--- config.mk ---
export PLATFORM = sky130hd
export DESIGN_NAME = bidir_pin_tester_flat
export DESIGN_NICKNAME = d
export VERILOG_FILES = /design/src/rtl/bidir_pin_tester_if.sv /design/src/rtl/bidir_pin_tester.sv /design/src/flat_wrapper.sv
export SDC_FILE = /design/constraint.sdc
export NUM_CORES = 1
export LEC_CHECK = 0
export ABC_AREA = 1
export CELL_PAD_IN_SITES_DETAIL_PLACEMENT = 1
export CELL_PAD_IN_SITES_GLOBAL_PLACEMENT = 1
export CORE_MARGIN = 3
export CORE_UTILIZATION = 35
export CTS_BUF_LIST = sky130_fd_sc_hd__clkbuf_16
export DETAILED_ROUTE_END_ITERATION = 6
export GPL_ROUTABILITY_DRIVEN = 0
export PLACE_DENSITY_LB_ADDON = 0.1
export SETUP_SLACK_MARGIN = 0.3
export SLEW_MARGIN = 20
export SYNTH_ARGS = -nofsm -noshare
export SYNTH_HDL_FRONTEND = slang
export SYNTH_SLANG_ARGS = --single-unit
--- constraint.sdc ---
create_clock -name clock -period 2.3 [get_ports clock]
set_input_delay 0.345 -clock clock [delete_from_list [all_inputs] [get_ports clock]]
set_output_delay 0.345 -clock clock [all_outputs]
set_load 0.01 [all_outputs]
--- src/rtl/bidir_pin_tester_if.sv ---
// ----------------------------------------------------------------------------
// bidir_pin_tester_if
// Groups the control handshake, pad drive/readback and result masks of the
// bidirectional pad self-test sequencer.
//   start      : request a test run (tester input)
//   busy, done : sequence in progress / one-cycle completion pulse
//   pin_o      : value driven to each pad buffer input
//   pin_t      : per-pad tristate enable, 1 = released, 0 = driving
//   pin_i      : per-pad readback from the pad buffer output
//   channel    : pad currently under test
//   phase      : 0 = drive low, 1 = drive high, 2 = release
//   fail_mask  : sticky, pad did not read its own expected level
//   short_mask : sticky, released pad disturbed while another pad was driven
// slave is the sequencer side, master is the board/bench side.
// ----------------------------------------------------------------------------
interface bidir_pin_tester_if #(
    parameter int CHANNELS = 8
);
    localparam int CH_W = (CHANNELS > 1) ? $clog2(CHANNELS) : 1;

    logic                start;
    logic                busy;
    logic                done;
    logic [CHANNELS-1:0] pin_o;
    logic [CHANNELS-1:0] pin_t;
    logic [CHANNELS-1:0] pin_i;
    logic [CH_W-1:0]     channel;
    logic [1:0]          phase;
    logic [CHANNELS-1:0] fail_mask;
    logic [CHANNELS-1:0] short_mask;

    modport slave (
        input  start, pin_i,
        output busy, done, pin_o, pin_t, channel, phase, fail_mask, short_mask
    );

    modport master (
        output start, pin_i,
        input  busy, done, pin_o, pin_t, channel, phase, fail_mask, short_mask
    );
endinterface

--- src/rtl/bidir_pin_tester.sv ---
// ----------------------------------------------------------------------------
// bidir_pin_tester
// Self-test sequencer for CHANNELS bidirectional pads. On start it walks each
// pad through drive-low, drive-high and release, holds every pattern for
// SETTLE_CLOCKS cycles, samples the readback once, and records stuck pads
// (fail_mask) and pads disturbed by a neighbour (short_mask).
// Ports:
//   clock   : system clock, all logic on posedge
//   reset_n : synchronous active-low reset
//   bus     : bidir_pin_tester_if.slave (handshake, pad drive/readback, masks)
// Parameters:
//   CHANNELS      : number of pads under test (>= 1)
//   SETTLE_CLOCKS : cycles a pattern is held before sampling (>= 1)
//   EXPECT_PULL   : level a released pad reads (board pull-up 1 / pull-down 0)
//   CHECK_RELEASE : 1 checks the released level of the pad under test
// ----------------------------------------------------------------------------
module bidir_pin_tester #(
    parameter int CHANNELS      = 8,
    parameter int SETTLE_CLOCKS = 16,
    parameter bit EXPECT_PULL   = 1'b1,
    parameter bit CHECK_RELEASE = 1'b1
) (
    input  logic              clock,
    input  logic              reset_n,
    bidir_pin_tester_if.slave bus
);
    localparam int CH_W  = (CHANNELS > 1) ? $clog2(CHANNELS) : 1;
    localparam int CNT_W = $clog2(SETTLE_CLOCKS + 1);

    localparam logic [CH_W-1:0]  CH_LAST  = CH_W'(CHANNELS - 1);
    localparam logic [CNT_W-1:0] CNT_LAST = CNT_W'(SETTLE_CLOCKS - 1);

    typedef enum logic [1:0] {
        ST_IDLE   = 2'd0,
        ST_SETTLE = 2'd1,
        ST_SAMPLE = 2'd2,
        ST_DONE   = 2'd3
    } state_e;

    typedef enum logic [1:0] {
        PH_LOW     = 2'd0,
        PH_HIGH    = 2'd1,
        PH_RELEASE = 2'd2
    } phase_e;

    state_e              state_q,   state_d;
    phase_e              phase_q,   phase_d;
    logic [CH_W-1:0]     channel_q, channel_d;
    logic [CNT_W-1:0]    cnt_q,     cnt_d;
    logic [CHANNELS-1:0] pin_o_q,   pin_o_d;
    logic [CHANNELS-1:0] pin_t_q,   pin_t_d;
    logic [CHANNELS-1:0] fail_q,    fail_d;
    logic [CHANNELS-1:0] short_q,   short_d;
    logic                exp_own;

    // ------------------------------------------------------------------------
    // State register
    // ------------------------------------------------------------------------
    // NOTE: sequential state uses non-blocking assignments so every register
    // samples pre-edge values regardless of statement order.
    always_ff @(posedge clock) begin
        if (!reset_n) begin
            state_q   <= ST_IDLE;
            phase_q   <= PH_LOW;
            channel_q <= '0;
            cnt_q     <= '0;
            pin_o_q   <= '0;
            pin_t_q   <= '1;
            fail_q    <= '0;
            short_q   <= '0;
        end else begin
            state_q   <= state_d;
            phase_q   <= phase_d;
            channel_q <= channel_d;
            cnt_q     <= cnt_d;
            pin_o_q   <= pin_o_d;
            pin_t_q   <= pin_t_d;
            fail_q    <= fail_d;
            short_q   <= short_d;
        end
    end

    // ------------------------------------------------------------------------
    // Next-state, sampling and drive pattern
    // ------------------------------------------------------------------------
    // NOTE: every signal written here gets a default first; a path that left
    // one unassigned would infer a latch.
    always_comb begin
        state_d   = state_q;
        phase_d   = phase_q;
        channel_d = channel_q;
        cnt_d     = cnt_q;
        fail_d    = fail_q;
        short_d   = short_q;
        exp_own   = EXPECT_PULL;

        unique case (state_q)
            ST_IDLE: begin
                if (bus.start) begin
                    fail_d    = '0;
                    short_d   = '0;
                    channel_d = '0;
                    phase_d   = PH_LOW;
                    cnt_d     = '0;
                    state_d   = ST_SETTLE;
                end
            end

            ST_SETTLE: begin
                cnt_d = cnt_q + 1'b1;
                if (cnt_q == CNT_LAST) begin
                    state_d = ST_SAMPLE;
                end
            end

            ST_SAMPLE: begin
                // pin_i is asynchronous to the pattern, but it has been held
                // static for SETTLE_CLOCKS cycles, so one capture here is safe.
                unique case (phase_q)
                    PH_LOW:  exp_own = 1'b0;
                    PH_HIGH: exp_own = 1'b1;
                    default: exp_own = EXPECT_PULL;
                endcase

                if ((phase_q != PH_RELEASE) || CHECK_RELEASE) begin
                    if (bus.pin_i[channel_q] != exp_own) begin
                        fail_d[channel_q] = 1'b1;
                    end
                end

                // Only one pad drives in phases 0/1; any other pad off its
                // pull level is being pulled by the driven one.
                if (phase_q != PH_RELEASE) begin
                    for (int j = 0; j < CHANNELS; j++) begin
                        if ((j != int'(channel_q)) && (bus.pin_i[j] != EXPECT_PULL)) begin
                            short_d[j] = 1'b1;
                        end
                    end
                end

                cnt_d = '0;
                unique case (phase_q)
                    PH_LOW: begin
                        phase_d = PH_HIGH;
                        state_d = ST_SETTLE;
                    end
                    PH_HIGH: begin
                        phase_d = PH_RELEASE;
                        state_d = ST_SETTLE;
                    end
                    default: begin
                        if (channel_q == CH_LAST) begin
                            state_d = ST_DONE;
                        end else begin
                            phase_d   = PH_LOW;
                            channel_d = channel_q + 1'b1;
                            state_d   = ST_SETTLE;
                        end
                    end
                endcase
            end

            ST_DONE: begin
                state_d = ST_IDLE;
            end

            default: begin
                state_d = ST_IDLE;
            end
        endcase

        // Pattern is registered from the next state so it is already valid
        // on the first SETTLE cycle; at most one pad is ever driven.
        pin_t_d = '1;
        pin_o_d = '0;
        if (((state_d == ST_SETTLE) || (state_d == ST_SAMPLE)) && (phase_d != PH_RELEASE)) begin
            pin_t_d[channel_d] = 1'b0;
            pin_o_d[channel_d] = (phase_d == PH_HIGH);
        end
    end

    // ------------------------------------------------------------------------
    // Outputs
    // ------------------------------------------------------------------------
    assign bus.busy       = (state_q == ST_SETTLE) || (state_q == ST_SAMPLE);
    assign bus.done       = (state_q == ST_DONE);
    assign bus.pin_o      = pin_o_q;
    assign bus.pin_t      = pin_t_q;
    assign bus.channel    = channel_q;
    assign bus.phase      = phase_q;
    assign bus.fail_mask  = fail_q;
    assign bus.short_mask = short_q;

endmodule

--- src/flat_wrapper.sv ---
// flat-port wrapper written by rule: the top's interface ports become plain ports
module bidir_pin_tester_flat 
#(
    parameter int CHANNELS      = 8,
    parameter int SETTLE_CLOCKS = 16,
    parameter bit EXPECT_PULL   = 1'b1,
    parameter bit CHECK_RELEASE = 1'b1
)
  (clock, reset_n, bus_start, bus_pin_i, bus_busy, bus_done, bus_pin_o, bus_pin_t, bus_channel, bus_phase, bus_fail_mask, bus_short_mask);
  bidir_pin_tester_if #(.CHANNELS(CHANNELS)) bus_i ();
  input  logic clock;
  input  logic reset_n;
  input wire logic [$bits(bus_i.start)-1:0] bus_start;
  input wire logic [$bits(bus_i.pin_i)-1:0] bus_pin_i;
  output wire logic [$bits(bus_i.busy)-1:0] bus_busy;
  output wire logic [$bits(bus_i.done)-1:0] bus_done;
  output wire logic [$bits(bus_i.pin_o)-1:0] bus_pin_o;
  output wire logic [$bits(bus_i.pin_t)-1:0] bus_pin_t;
  output wire logic [$bits(bus_i.channel)-1:0] bus_channel;
  output wire logic [$bits(bus_i.phase)-1:0] bus_phase;
  output wire logic [$bits(bus_i.fail_mask)-1:0] bus_fail_mask;
  output wire logic [$bits(bus_i.short_mask)-1:0] bus_short_mask;
  assign bus_i.start = bus_start;
  assign bus_i.pin_i = bus_pin_i;
  assign bus_busy = bus_i.busy;
  assign bus_done = bus_i.done;
  assign bus_pin_o = bus_i.pin_o;
  assign bus_pin_t = bus_i.pin_t;
  assign bus_channel = bus_i.channel;
  assign bus_phase = bus_i.phase;
  assign bus_fail_mask = bus_i.fail_mask;
  assign bus_short_mask = bus_i.short_mask;
  bidir_pin_tester #(.CHANNELS(CHANNELS), .SETTLE_CLOCKS(SETTLE_CLOCKS), .EXPECT_PULL(EXPECT_PULL), .CHECK_RELEASE(CHECK_RELEASE)) u_core (.clock(clock), .reset_n(reset_n), .bus(bus_i));
endmodule
==> reports/metrics.cfg, run 1 <==
[status]
status = finished clean

[sta]
finalHoldViolations = 0
maxSlewHeadroom = 0.7315
setup_tns_ns = 0
grt_setup_unrepaired = yes
slew_violations = 0
fmax_mhz = 521.8
period_minus_slack_ns = 1.917
clock_skew_ns = 0.004114
worst_slew_pin_slew_ns = 0.4000
fin_crit_sh = 0.8333
setup_viol = 0

[layout]
antenna_cells = 0
finalNetCount = 355
drive_gt1_frac = 0.1582
areaGrowthSynthToFinish_pct = 42.13

[floorplanning]
core.rowCount = 27
ioPinCount = 50
dieArea_um2 = 6791
die_y_um = 82.41
core-area_um2 = 5574
fp.dieW_um = 82.41
start_util = 0.3666

[synth]
synthArstFlopShare = 0
synth.distinct_cells = 30
syn-num-nets = 293
synth_edf_count = 0
ys_seq_area_frac = 0.4311
postSynthCellCount = 272
synth_area_um2 = 2043
synth-seq-cells = 44
dominantRegCellSynth = dfxtp_1
synth.avg_cell_area_um2 = 7.512
ys_warn_count = 0

[hold_path]
min_delay_path_depth = 2
hold_class = reg2reg

[power_and_ir_drop]
powerDensity_nw_per_um2 = 641.4
p_leak_nw = 1.171
fin_total_pwr_w = 0.001863
ir_drop_v = 0.0003942

[setup_path]
path_max_fanout = 5
start_kind = flop
end_kind = output pin
worstRegToRegCells = 11
critPathArrivalTime_ns = 1.57
cp_data_required_time_ns = 1.96
critical_path_class = reg2out

[clock_tree]
cts_tree = built
clock_latency_ns = 0.28
cts_buffers = 5
cts_hold_buf = 0
clockBufferDepth = 2
clock_sinks = 44
cts_root_buffer = clkbuf_16
path_clk_slew_ns = 0.06
h-tree-depth = 2

[grt]
overflow = 0
grt_pass1_vias = 1963
antenna_found_initial = 0
grt_max_degree = 17
grt.total_usage = 0.1663
grt_pass1_wl_um = 8866

[drt]
wl_per_cell_um = 13.07
met2_length_um = 2761
drtPass1Iterations = 4
drt_wl_total_um = 5320
route.met3.wl_um = 212
vias_per_cell = 4.705
drcViolationCount = 0
drtIter0Drc = 51
highest_layer = met4
ant_nets = 0
wl_met1_um = 2288
dr_total_vias = 1915

[job]
maxCapViolations = 0

[placed_design]
hpwlAfterDp_um = 3881
io_buffers = 49

-- final timing paths --
kind | slack (ns) | endpoint | startpoint
setup / recovery | 0.38 | bus_busy | u_core.state_q[1]
hold / removal | 0.45 | u_core.bus.fail_mask[1] | u_core.bus.fail_mask[1]
setup reg to reg | 0.41 | u_core.bus.pin_t[2] | u_core.cnt_q[0]
hold reg to reg | 0.45 | u_core.bus.fail_mask[1] | u_core.bus.fail_mask[1]
-- placed cells by master, fill, tap and decap left out, types with 5 or more instances in the layout --
cell type	instances
clkbuf_16	5
buf_4	10
clkdlybuf4s50_1	49
o21ai_1	5
ha_1	5
nand2_1	40
inv_1	45
nand3_1	16
nand2_2	6
a21oi_1	26
dfxtp_1	40
nor2_1	36
nand4_1	9
-- cell families after synthesis --
group           count (synthesis)  synth area share
buf+inv                        55            0.1115
flops                          44            0.4311
xor+xnor                        1          0.004287
fa+ha+maj                      10           0.06124
simple gates                  120            0.2725
compound gates                 42            0.1194
-- report_power, final --
part,leakage [nW],internal [W],total (W),switching [W]
logic,0.732,0.000112,0.000242,0.000130
registers,0.358,0.000785,0.000799,0.0000140
clock network,0.0804,0.000516,0.000821,0.000305
total,1.17,0.00141,0.00186,0.000450
-- layout make-up --
class	instances	area [um2]
Clock buffer	5	125.1
Clock inverter	3	46.29
Fill cell	673	2670
Inverter	50	187.7
Multi-Input combinational cell	174	1003
Sequential cell	44	885.9
Tap cell	72	90.09
Timing Repair Buffer	59	565.5
-- critical path, cell delays in order (launching register included) --
cell and delay (ns):
dfxtp_2 0.39, inv_1 0.10, ha_4 0.27, clkdlybuf4s50_1 0.52
-- registers in the layout, summed over array words and instances, names as in the netlist --
register,cells
u_core.bus.short_mask,8
u_core.bus.pin_o,8
u_core.bus.fail_mask,8
u_core.bus.channel,3
u_core.cnt_q,5
u_core.state_q,2
u_core.bus.phase,2
u_core.bus.pin_t,8
-- synth_stat cells (3+ instances only) --
library cell	number	area, um2
o21ai_0	5	25.02
inv_2	3	11.26
nand3_1	16	80.08
o21ai_2	4	35.03
dfxtp_1	44	880.8
nand4_1	9	56.30
nor2_1	37	138.9
nand2_1	43	161.4
inv_1	46	172.7
nor3_1	4	20.02
a21oi_1	27	135.1
ha_1	10	125.1
nand2_2	3	18.77
-- timing repair --
action | in CTS | in global routing
gates resized for setup | 2 | 20
gates cloned | 0 | 1
setup endpoints to repair | 10 | 17
pin swaps | 0 | 4
setup buffers | 0 | 3
-- metrics by stage --
stage                       util  worst slack (ns)  cells  hold slack [ns]  instance area (um2)
final                     0.5210            0.3834    407           0.4487                 2904
after global routing      0.5210            0.2141    407           0.4705                 2904
after CTS                 0.5042            0.3201    403           0.4530                 2810
after detailed placement  0.4730            0.2582    395           0.4432                 2636
after global placement    0.4730            0.3361    395           0.4373                 2636
after floorplan                -            0.5302    272           0.4717                 2043
-- layer usage --
| metal | track usage | vias up |
|---|---|---|
| li1 | - | 987 |
| met1 | 0.1923 | 893 |
| met2 | 0.3085 | 30 |
| met3 | 0.03579 | 5 |
| met4 | 0.03987 | 0 |
| met5 | 0 | - |
Note: power is estimated with default switching activity, not from simulation.
==> inputs of run 2 (changes only) <==
==> constraint.sdc (replaced) <==
create_clock -name clock -period 2 [get_ports clock]
set_input_delay 0.3 -clock clock [delete_from_list [all_inputs] [get_ports clock]]
set_output_delay 0.3 -clock clock [all_outputs]
set_load 0.01 [all_outputs]
==> reports/metrics.cfg, run 2 (same netlist as run 1, synthesis figures left out) <==
[sta]
period_minus_slack_ns = 1.760
maxSlewHeadroom = 0.7332  ; +0.001698
setup_viol = 0  ; unchanged
fin_crit_sh = 0.8799
finalHoldViolations = 0  ; unchanged
slew_violations = 0  ; unchanged
fmax_mhz = 568.2
grt_setup_unrepaired = yes
clock_skew_ns = 0.006544  ; +0.002430 ns
setup_tns_ns = 0  ; unchanged
layout_setup_ws_ns = 0.2401  ; -0.1433 ns
worst_slew_pin_slew_ns = 0.3975  ; -0.002530 ns
whs_ns = 0.4476  ; -0.001046 ns

[floorplanning]
fp.dieW_um = 82.41  ; unchanged
dieArea_um2 = 6791  ; unchanged
core.rowCount = 27  ; unchanged
core-area_um2 = 5574  ; unchanged
ioPinCount = 50  ; unchanged
start_util = 0.3666  ; unchanged
die_y_um = 82.41  ; unchanged

[setup_path]
regToRegEndpoint = u_core.bus.pin_o[0]
end_kind = flop
worstRegToRegCells = 11  ; unchanged
endpoint = u_core.bus.pin_o[0]
rrSetupSlack_ns = 0.24  ; -0.17 ns
critical_path_class = reg2reg
critPathArrivalTime_ns = 1.99  ; +0.42 ns
crit_path_start = u_core.state_q[0]
r2r-start = u_core.state_q[0]
start_kind = flop
cp_data_required_time_ns = 2.23  ; +0.27 ns
path_max_fanout = 8  ; +3

[grt]
overflow = 0  ; unchanged
grt_pass1_wl_um = 9066  ; +2.3%
grt_pass1_vias = 1959  ; -0.20%
grt_max_degree = 17  ; unchanged
antenna_found_initial = 0  ; unchanged
grt.total_usage = 0.1729  ; +0.006559

[power_and_ir_drop]
powerDensity_nw_per_um2 = 697.4  ; +8.7%
fin_total_pwr_w = 0.002191  ; +18%
ir_drop_v = 0.0004239  ; +7.5%
p_leak_nw = 1.280  ; +9.4%

[layout]
drive_gt1_frac = 0.2709  ; +0.1127
seqCellArea_um2 = 903.4  ; +2.0%
utilization = 0.5636  ; +0.04265
fillCellCount = 696  ; +3.4%
layout_commonest_cell = clkdlybuf4s50_1
multi_input_area_um2 = 1100  ; +9.6%
final_cell_mix = 46 x clkdlybuf4s50_1, 39 x inv_1, 36 x dfxtp_1, 34 x nand2_1, 29 x nor2_1
areaGrowthSynthToFinish_pct = 53.77
antenna_cells = 0  ; unchanged
finalNetCount = 367  ; +3.4%

[clock_tree]
h-tree-depth = 2  ; unchanged
cts_tree = built
clock_sinks = 44  ; unchanged
clockBufferDepth = 2  ; unchanged
clock_latency_ns = 0.29  ; about the same
path_clk_slew_ns = 0.06  ; about the same
cts_root_buffer = clkbuf_16
cts_hold_buf = 0  ; unchanged
cts_buffers = 5  ; unchanged

[drt]
drtPass1Iterations = 4  ; unchanged
vias_per_cell = 4.721  ; +0.33%
route.met3.wl_um = 208  ; -1.9%
dr_total_vias = 1978  ; +3.3%
wl_per_cell_um = 13.87  ; +6.1%
drcViolationCount = 0  ; unchanged
highest_layer = met4
met2_length_um = 3064  ; +11%
ant_nets = 0  ; unchanged
wl_met1_um = 2447  ; +6.9%
drtIter0Drc = 34  ; -33%
drt_wl_total_um = 5812  ; +9.2%

[hold_path]
hold_class = reg2reg

[placed_design]
dp_slack_ns = 0.02270  ; -0.2355 ns
io_buffers = 49  ; unchanged
hpwlAfterDp_um = 3920  ; +1.0%

[job]
maxCapViolations = 0  ; unchanged

[status]
status = finished clean

run 2: cell type report:
type / count / area share
timing repair buffer: 72 / 0.2159
clock buffer: 5 / 0.03982
multi-input combinational: 173 / 0.3501
inverter: 50 / 0.06292
tap: 72 / 0.02867
sequential: 44 / 0.2875
clock inverter: 3 / 0.01513
run 2: worst max-delay path: stages (launching register included):
cell and delay [ns]:
dfxtp_4 0.36, inv_4 0.07, ha_4 0.19, nor2_4 0.06
a21oi_4 0.16, buf_6 0.14, nand2_4 0.05, a21oi_4 0.26
nand2_2 0.11, inv_4 0.10, nand3_1 0.09, nor2_2 0.11
run 2: worst min-delay path by stage:
stage,start,to,slack (ns),depth (start not counted)
final,u_core.bus.fail_mask[7],u_core.bus.fail_mask[7],0.45,2
after global routing,u_core.bus.short_mask[4],u_core.bus.short_mask[4],0.47,2
after CTS,u_core.bus.short_mask[5],u_core.bus.short_mask[5],0.45,2
after detailed placement,u_core.bus.short_mask[5],u_core.bus.short_mask[5],0.44,2
after global placement,u_core.bus.fail_mask[6],u_core.bus.fail_mask[6],0.44,2
after floorplan,reset_n,u_core.bus.phase[0],0.43,2
run 2: repair_timing:
action | CTS | global route
resized for setup | 25 | 46
setup endpoints to repair | 34 | 28
hold endpoints to repair | 0 | 0
buffers inserted | 2 | 13
pin swaps | 3 | 22
run 2: through the flow:
| step | cells | instance area, um2 |
|---|---|---|
| after floorplan | 272 | 2053 |
| after global placement | 396 | 2654 |
| after detailed placement | 396 | 2654 |
| after CTS | 406 | 2915 |
| after global routing | 419 | 3142 |
| final | 419 | 3142 |
run 2: power breakdown:
group	internal [W]	leakage [nW]	switching [W]
Combinational	0.000160	0.834	0.000169
Clock	0.000593	0.0840	0.000348
Sequential	0.000901	0.362	0.0000196
run 2: per-layer routing:
layer / up-vias / GRT usage
li1: 1008 / -
met1: 930 / 0.2008
met2: 31 / 0.3117
met3: 9 / 0.03905
met4: 0 / 0.05482
met5: - / 0
==> inputs of run 3 (changes only) <==
--- a/config.mk
+++ b/config.mk
@@ -13,7 +13,7 @@
 export CTS_BUF_LIST = sky130_fd_sc_hd__clkbuf_16
 export DETAILED_ROUTE_END_ITERATION = 6
 export GPL_ROUTABILITY_DRIVEN = 0
-export PLACE_DENSITY_LB_ADDON = 0.1
+export PLACE_DENSITY_LB_ADDON = 0.3
 export SETUP_SLACK_MARGIN = 0.3
 export SLEW_MARGIN = 20
 export SYNTH_ARGS = -nofsm -noshare
==> reports/metrics.cfg, run 3 (same netlist as run 1, synthesis figures left out) <==
[status]
status = finished clean

[setup_path]
critPathSlowestCell = dfxtp_4
critical_path_class = reg2reg
worstPathCellList = inv_2, ha_4, nor2_4, a21oi_4, buf_6, nand2_4, a21oi_4, buf_4, nand3_1, nor3_4
cp_common_cell = a21oi_4
path_max_fanout = 6  ; -2
start_kind = flop
cp_data_required_time_ns = 2.22  ; about the same
cpPeakStageDelay_ns = 0.36  ; about the same
end_kind = flop
rrSetupSlack_ns = 0.16  ; -0.08 ns
critPathArrivalTime_ns = 2.05  ; +0.06 ns

[placed_design]
dp_slack_ns = -0.01189  ; -0.03459 ns
hpwlAfterDp_um = 4129  ; +5.3%
post_dp_cell_area_um2 = 2684  ; +1.1%
io_buffers = 49  ; unchanged

[layout]
layout_commonest_cell = clkdlybuf4s50_1
final_cell_mix = 46 x clkdlybuf4s50_1, 40 x inv_1, 36 x dfxtp_1, 34 x nand2_1, 31 x buf_4
fillCellCount = 678  ; -2.6%
seqCellArea_um2 = 895.9  ; -0.83%
areaGrowthSynthToFinish_pct = 60.81
antenna_cells = 0  ; unchanged
final_area_um2 = 3286  ; +4.6%
multi_input_area_um2 = 1165  ; +5.9%
finalNetCount = 379  ; +3.3%
drive_gt1_frac = 0.3036  ; +0.03273

[sta]
layout_setup_ws_ns = 0.1636  ; -0.07653 ns
setup_viol = 0  ; unchanged
period_minus_slack_ns = 1.836  ; +0.07653 ns
setup_tns_ns = 0  ; unchanged
fin_crit_sh = 0.9182  ; +0.03826
maxSlewHeadroom = 0.7486  ; +0.01540
finalHoldViolations = 0  ; unchanged
whs_ns = 0.4484  ; +0.0007740 ns
fmax_mhz = 544.5  ; -4.2%
clock_skew_ns = 0.003656  ; -0.002887 ns
grt_setup_unrepaired = yes
slew_violations = 0  ; unchanged
worst_slew_pin_slew_ns = 0.3742  ; -0.02332 ns

[floorplanning]
ioPinCount = 50  ; unchanged
die_y_um = 82.41  ; unchanged
core.rowCount = 27  ; unchanged
dieArea_um2 = 6791  ; unchanged
fp.dieW_um = 82.41  ; unchanged
start_util = 0.3666  ; unchanged
core-area_um2 = 5574  ; unchanged

[clock_tree]
clock_sinks = 44  ; unchanged
h-tree-depth = 2  ; unchanged
clockBufferDepth = 2  ; unchanged
cts_root_buffer = clkbuf_16
path_clk_slew_ns = 0.07  ; about the same
clock_latency_ns = 0.29  ; about the same
cts_buffers = 5  ; unchanged
cts_tree = built

[drt]
drtPass1Iterations = 4  ; unchanged
drcViolationCount = 0  ; unchanged
wl_per_cell_um = 16.88  ; +22%
vias_per_cell = 4.900  ; +3.8%
ant_nets = 0  ; unchanged
dr_total_vias = 2112  ; +6.8%
drt_wl_total_um = 7275  ; +25%
drtIter0Drc = 60  ; +76%

[power_and_ir_drop]
powerDensity_nw_per_um2 = 685.6  ; -1.7%
ir_drop_v = 0.0004487  ; +5.8%
p_leak_nw = 1.330  ; +3.9%

[grt]
grt_max_degree = 17  ; unchanged
antenna_found_initial = 0  ; unchanged
grt.total_usage = 0.2135  ; +0.04057
grt_pass1_vias = 2227  ; +14%
grt_pass1_wl_um = 10690  ; +18%
overflow = 0  ; unchanged

[hold_path]
hold_class = reg2reg

[job]
maxCapViolations = 0  ; unchanged

## run 3: per-layer routing
metal	wire length [um]	track usage	up-vias
li1	-	-	1030
met4	320	0.1262	0
met5	0	0	-
met2	3777	0.3838	50
met3	237	0.04772	24
met1	2938	0.2256	1008
## run 3: power breakdown
part           internal [W]  switching, W
Sequential         0.000901     0.0000170
Combinational      0.000177      0.000193
Clock              0.000594      0.000371
Total               0.00167      0.000581
## run 3: final cells by class
class | instances | share of cell area
multi-input combinational | 173 | 0.3545
sequential | 44 | 0.2727
timing repair buffer | 84 | 0.2353
inverter | 50 | 0.05788
clock buffer | 5 | 0.03808
tap | 72 | 0.02742
clock inverter | 3 | 0.01409
## run 3: path summary, 6_finish.rpt
check        cells after the start                     start                        to
max reg2reg                     10         u_core.state_q[0]       u_core.bus.pin_o[4]
min reg2reg                      2  u_core.bus.short_mask[6]  u_core.bus.short_mask[6]
min                              2  u_core.bus.short_mask[6]  u_core.bus.short_mask[6]
max                             10         u_core.state_q[0]       u_core.bus.pin_o[4]
## run 3: through the flow
stage          std cells  power (W)    util
2_1_floorplan        272   0.001084       -
3_3_place_gp         400   0.001182  0.4815
3_5_place_dp         400   0.001190  0.4815
4_1_cts              423   0.002228  0.5630
5_1_grt              431   0.002350  0.5895
6_report             431   0.002253  0.5895
## run 3: timing repair
item / in CTS / in global routing
setup endpoints to repair: 23 / 33
setup buffers: 15 / 8
pin swaps: 17 / 14
hold buffers: 0 / 0
hold endpoints to repair: 0 / 0
gates resized for setup: 53 / 23
## run 3: worst max-delay path: cells and delay by family (launching register included)
kind                       cells  cell delay [ns]
AOI/OAI and AO/OA              2             0.39
adders and majority gates      1             0.20
buffers and inverters          3             0.38
DFF                            1             0.36
and+or+nand+nor                4             0.43
